$ cat config.mk
export PLATFORM = sky130hd
export DESIGN_NAME = fft4_stream
export DESIGN_NICKNAME = d
export VERILOG_FILES = /design/src/rtl/fft4_stream.sv
export SDC_FILE = /design/constraint.sdc
export NUM_CORES = 1
export LEC_CHECK = 0
export BUFFER_PORTS_ARGS = -buffer_cell sky130_fd_sc_hd__buf_2
export CAP_MARGIN = 30
export CORE_MARGIN = 8
export CORE_UTILIZATION = 54
export DETAILED_ROUTE_END_ITERATION = 8
export PLACE_DENSITY = 0.73
export SLEW_MARGIN = 20
export SYNTH_ARGS = -nofsm -noshare
export SYNTH_HDL_FRONTEND = slang
export SYNTH_HIERARCHICAL = 1
export SYNTH_SLANG_ARGS = --single-unit
$ cat constraint.sdc
create_clock -name clk -period 6 [get_ports clk]
set_input_delay 1.2 -clock clk [delete_from_list [all_inputs] [get_ports clk]]
set_output_delay 1.2 -clock clk [all_outputs]
set_load 0.005 [all_outputs]
$ cat src/rtl/fft4_stream.sv
// fft4_stream: sample-serial 4-point DFT with valid/ready streams.
// Collects four complex samples, computes the forward or inverse DFT with
// adders only (twiddles are 1, -1, +j and -j), then drains the four bins in
// order while the collector fills the next frame.

// One output component lane: optional divide-by-4 (floor) after the butterfly.
module fft4_scale #(
  parameter int OW    = 18,
  parameter int SCALE = 0
) (
  input  logic signed [OW-1:0] din,
  output logic signed [OW-1:0] dout
);
  assign dout = (SCALE != 0) ? (din >>> 2) : din;
endmodule

module fft4_stream #(
  parameter int DW    = 16,
  parameter int SCALE = 0,
  parameter int OW    = DW + 2
) (
  input  logic            clk,
  input  logic            rstn,
  input  logic            s_valid,
  output logic            s_ready,
  input  logic [2*DW-1:0] s_data,
  input  logic            s_last,
  input  logic            s_inv,
  output logic            m_valid,
  input  logic            m_ready,
  output logic [2*OW-1:0] m_data,
  output logic [1:0]      m_index,
  output logic            m_last,
  output logic            frame_err
);

  // collector state
  logic [1:0]           wr_cnt;
  logic                 in_full;
  logic                 inv_q;
  logic [3:0][DW-1:0]   x_re, x_im;

  // output buffer
  logic [3:0][OW-1:0]   ob_re, ob_im;

  // butterfly results before/after scaling
  logic [3:0][OW-1:0]   raw_re, raw_im;
  logic [3:0][OW-1:0]   sc_re, sc_im;

  logic accept, xfer, beat;

  assign s_ready = !in_full;
  assign accept  = s_valid && s_ready;
  // Transfer only into an empty output buffer; a last-beat drain in the
  // same cycle defers the transfer by one cycle.
  assign xfer    = in_full && !m_valid;
  assign beat    = m_valid && m_ready;

  // Collect samples, detect framing errors, hand the frame off on transfer.
  always_ff @(posedge clk or negedge rstn) begin
    if (!rstn) begin
      wr_cnt    <= '0;
      in_full   <= 1'b0;
      inv_q     <= 1'b0;
      frame_err <= 1'b0;
      x_re      <= '0;
      x_im      <= '0;
    end else begin
      frame_err <= 1'b0;
      if (xfer) in_full <= 1'b0;
      if (accept) begin
        if (s_last && (wr_cnt != 2'd3)) begin
          // early s_last: drop the partial frame and this sample
          wr_cnt    <= '0;
          frame_err <= 1'b1;
        end else begin
          x_re[wr_cnt] <= s_data[DW-1:0];
          x_im[wr_cnt] <= s_data[2*DW-1:DW];
          if (wr_cnt == 2'd0) inv_q <= s_inv;
          if (wr_cnt == 2'd3) begin
            in_full   <= 1'b1;
            frame_err <= !s_last;   // missing s_last: flag it, still process
          end
          wr_cnt <= wr_cnt + 2'd1;  // wraps 3 -> 0
        end
      end
    end
  end

  // Radix-4 butterfly, everything widened to OW first so nothing overflows.
  logic signed [OW-1:0] xr [4];
  logic signed [OW-1:0] xi [4];
  logic signed [OW-1:0] a_re, a_im, b_re, b_im, c_re, c_im, d_re, d_im;
  logic signed [OW-1:0] f1_re, f1_im, f3_re, f3_im;

  // Combinational DFT of the collected frame.
  always_comb begin
    for (int i = 0; i < 4; i++) begin
      xr[i] = {{(OW-DW){x_re[i][DW-1]}}, x_re[i]};
      xi[i] = {{(OW-DW){x_im[i][DW-1]}}, x_im[i]};
    end
    a_re = xr[0] + xr[2];  a_im = xi[0] + xi[2];
    b_re = xr[0] - xr[2];  b_im = xi[0] - xi[2];
    c_re = xr[1] + xr[3];  c_im = xi[1] + xi[3];
    d_re = xr[1] - xr[3];  d_im = xi[1] - xi[3];
    // forward: X1 = b - j*d, X3 = b + j*d
    f1_re = b_re + d_im;   f1_im = b_im - d_re;
    f3_re = b_re - d_im;   f3_im = b_im + d_re;
    raw_re[0] = a_re + c_re;  raw_im[0] = a_im + c_im;
    raw_re[2] = a_re - c_re;  raw_im[2] = a_im - c_im;
    // inverse transform just swaps bins 1 and 3
    raw_re[1] = inv_q ? f3_re : f1_re;  raw_im[1] = inv_q ? f3_im : f1_im;
    raw_re[3] = inv_q ? f1_re : f3_re;  raw_im[3] = inv_q ? f1_im : f3_im;
  end

  for (genvar g = 0; g < 4; g++) begin : g_bin
    fft4_scale #(.OW(OW), .SCALE(SCALE)) u_re (.din(raw_re[g]), .dout(sc_re[g]));
    fft4_scale #(.OW(OW), .SCALE(SCALE)) u_im (.din(raw_im[g]), .dout(sc_im[g]));
  end

  // Load the output buffer on transfer, then step through the bins.
  always_ff @(posedge clk or negedge rstn) begin
    if (!rstn) begin
      m_valid <= 1'b0;
      m_index <= '0;
      ob_re   <= '0;
      ob_im   <= '0;
    end else if (xfer) begin
      ob_re   <= sc_re;
      ob_im   <= sc_im;
      m_valid <= 1'b1;
      m_index <= '0;
    end else if (beat) begin
      if (m_index == 2'd3) m_valid <= 1'b0;
      m_index <= m_index + 2'd1;
    end
  end

  assign m_data = {ob_im[m_index], ob_re[m_index]};
  assign m_last = m_valid && (m_index == 2'd3);

endmodule

==> impl_metrics.py <==
metrics = {
    "timing": {
        "fin_ws_ns": 1.043,
        "finalHoldViolCount": 0,
        "tns_ns": 0,
        "slew_viol_final": 0,
        "period_minus_slack_ns": 4.957,
        "worst_hold_slack_ns": 0.5023,
        "rsz0062_at_grt": "no",
        "worst_pin_slew_ns": 0.9392,
        "slew_headroom": 0.3739,
        "fmax_mhz": 201.7,
        "fin_crit_sh": 0.8262,
        "skew_ns": 0.01554,
        "setup_viol": 0,
    },
    "cts": {
        "cts_root_buf": "clkbuf_16",
        "path_clk_slew_ns": 0.06,
        "cts_tree": "built",
        "cts_buffers": 35,
        "holdBufCountCts": 0,
        "postCtsSetupBuffers": 0,
        "cts_max_level": 2,
        "clock_path_buffers": 3,
        "insertion_delay_ns": 0.55,
        "numClockSinks": 280,
        "ctsResizeCount": 0,
    },
    "floorplanning": {
        "pin_count": 80,
        "core.rowCount": 79,
        "die_width_um": 232.1,
        "die_h_um": 232.1,
        "fp.coreArea_um2": 46360,
        "dieArea_um2": 53880,
        "start_util": 0.5441,
    },
    "outcome": {
        "status": "completed",
    },
    "synth": {
        "synthFlopType": "dfrtp_1",
        "synth_cell_types": 85,
        "synth_edf_count": 0,
        "synth-seq-cells": 280,
        "avgSynthCellArea_um2": 9.232,
        "async_reset_ff_frac": 1.000,
        "synth_area_um2": 25220,
        "synth_cells": 2732,
        "synth_nets": 3056,
        "ys_seq_area_frac": 0.2778,
        "yosys_warnings": 6,
    },
    "placed_design": {
        "post-dp-hpwl_um": 52060,
        "io_buffers": 79,
        "dpl_cell_area_um2": 24920,
        "gp_congestion": 0.9537,
        "post-place-ws_ns": 1.119,
    },
    "route": {
        "routed_wl_um": 65870,
        "via_count": 19190,
        "top_layer": "met4",
        "dr.pass1.iters": 6,
        "wl_per_cell_um": 20.46,
        "vias_per_cell": 5.963,
        "met3_length_um": 4678,
        "drcViolationCount": 0,
        "met1Wirelength_um": 31530,
        "met2WireLength_um": 28490,
        "drt_iter0_markers": 1791,
        "ant_nets": 0,
    },
    "hold_path": {
        "min_path_type": "reg2reg",
    },
    "grt": {
        "grt_usage": 0.2427,
        "first_global_vias": 18770,
        "grt_pass1_wl_um": 104800,
        "overflow": 0,
        "grt_max_degree": 143,
        "antenna_found_initial": 0,
    },
    "worst_setup_path": {
        "cp-end-kind": "register",
        "crit_path_top_delay_cell": "nor3_1",
        "worst-setup-path-type": "reg2reg",
        "crit_chain": "inv_1 > ha_1 > fa_1 > nor2b_1 > o31a_1 > o211ai_1 > a21oi_1 > a2111oi_0 > nor3_1 > and2_1 > nor2_1 > ha_1 > a21o_1 > a31o_2 > a221oi_2 > o21bai_1 > a21oi_1 > xnor2_1 > a211oi_1 > mux2_2",
        "crit_fanout": 10,
        "max_stage_delay_ns": 0.61,
        "start_kind": "register",
        "worstPathArrival_ns": 5.39,
        "crit_required_ns": 6.43,
    },
    "finish": {
        "area_growth_pct": 3.889,
        "fin_area_um2": 26200,
        "finalNetCount": 2911,
        "antenna_cells": 0,
        "drive_gt1_frac": 0.1700,
    },
    "job": {
        "cap_violations": 0,
    },
}
registers in the layout, summed over array words and instances, names as in the netlist:
register / flops
ob_re: 72
in_full: 1
m_index: 2
wr_cnt: 2
x_im: 64
ob_im: 72
x_re: 64
frame_err: 1
m_valid: 1
inv_q: 1
layout make-up:
| cell class | instances | area [um2] |
|---|---|---|
| clock buffers | 48 | 1027 |
| clock inverters | 14 | 254.0 |
| fillers | 3996 | 20150 |
| inverters | 238 | 893.4 |
| multi-input cells | 1940 | 15730 |
| flip-flops and latches | 280 | 7009 |
| well taps | 607 | 759.5 |
| repair buffers | 92 | 528.0 |
final timing paths:
path | depth (start not counted) | from | slack (ns) | endpoint
worst max-delay path | 20 | x_im[16]$_DFFE_PN0P_ | 1.04 | ob_re[70]$_DFFE_PN0P_
worst min-delay path | 1 | ob_re[45]$_DFFE_PN0P_ | 0.50 | ob_re[45]$_DFFE_PN0P_
worst max register to register | 20 | x_im[16]$_DFFE_PN0P_ | 1.04 | ob_re[70]$_DFFE_PN0P_
worst min register to register | 1 | ob_re[45]$_DFFE_PN0P_ | 0.50 | ob_re[45]$_DFFE_PN0P_
max in group asynchronous | 2 | rstn | 4.16 | ob_im[5]$_DFFE_PN0P_
min in group asynchronous | 1 | rstn | 0.63 | x_re[28]$_DFFE_PN0P_
placed cells by master (no fill, tap or decap), drive strengths merged, types with 16 or more instances in the layout:
cell,instances
fa,16
inv,236
xnor2,164
a21o,30
buf,92
o31ai,27
o21bai,34
nand3,24
o21ai,143
or3,28
o21a,29
mux4,36
nand2b,35
nor2,192
xor2,52
o41ai,19
dfrtp,280
ha,270
mux2i,22
mux2,214
a21oi,153
a211oi,18
nand2,135
or2,16
nor3,63
clkbuf,48
nor2b,27
through the flow:
stage	cells	util
floorplan	2732	-
global placement	3156	0.5372
detailed placement	3157	0.5376
CTS	3219	0.5652
global route	3219	0.5652
finish	3219	0.5652
cell usage after synthesis, types with 12 or more instances:
cell / number / area, um2
o41ai_1: 12 / 105.1
clkbuf_1: 107 / 401.6
o31a_1: 15 / 131.4
nor3_1: 63 / 315.3
ha_1: 270 / 3378
xor2_1: 52 / 455.4
and3_1: 14 / 87.58
mux4_2: 36 / 810.8
nor2_1: 192 / 720.7
a31oi_1: 13 / 81.33
a21oi_1: 153 / 765.7
xnor2_1: 164 / 1436
nand2_1: 135 / 506.7
nand2b_1: 35 / 219.0
o21a_1: 29 / 217.7
a21o_1: 30 / 225.2
or2_2: 13 / 81.33
or3_1: 28 / 175.2
buf_4: 144 / 1081
o21bai_1: 34 / 255.2
nor2b_1: 26 / 162.7
fa_1: 16 / 320.3
a211oi_1: 18 / 135.1
and2_1: 14 / 87.58
o211ai_1: 14 / 105.1
o31ai_1: 26 / 195.2
dfrtp_1: 280 / 7007
o21ai_0: 137 / 685.7
a221oi_1: 13 / 113.9
mux2i_1: 22 / 220.2
inv_1: 235 / 882.1
nand3_1: 24 / 120.1
mux2_2: 213 / 2399
worst max-delay path, delay by kind of cell, from the launching register on:
| family | cells | cell delay, ns |
|---|---|---|
| DFF | 1 | 0.34 |
| muxes | 1 | 0.31 |
| and+or+nand+nor | 4 | 1.13 |
| buffers and inverters | 1 | 0.06 |
| adders and majority gates | 3 | 1.04 |
| AOI/OAI and AO/OA | 10 | 1.80 |
| xor gates and xnor gates | 1 | 0.16 |
cells by family (layout without fill, tap and decap cells):
kind of cell             Yosys count  in the layout  synth area share
adder cells (fa/ha/maj)          286            286            0.1466
AO/OA/AOI/OAI                    594            594            0.1587
flip-flops                       280            280            0.2778
buffers and inverters            512            392           0.09906
multiplexers                     272            272            0.1364
AND/OR/NAND/NOR                  572            572            0.1064
XOR/XNOR                         216            216           0.07500
routing by layer:
metal	vias up	global-route usage
li1	9035	-
met1	9403	0.3642
met2	686	0.3677
met3	70	0.03030
met4	0	0.05686
met5	-	0
Power is not shown: default switching activity piles up to over one toggle a cycle in this logic, so the estimate is an artifact.
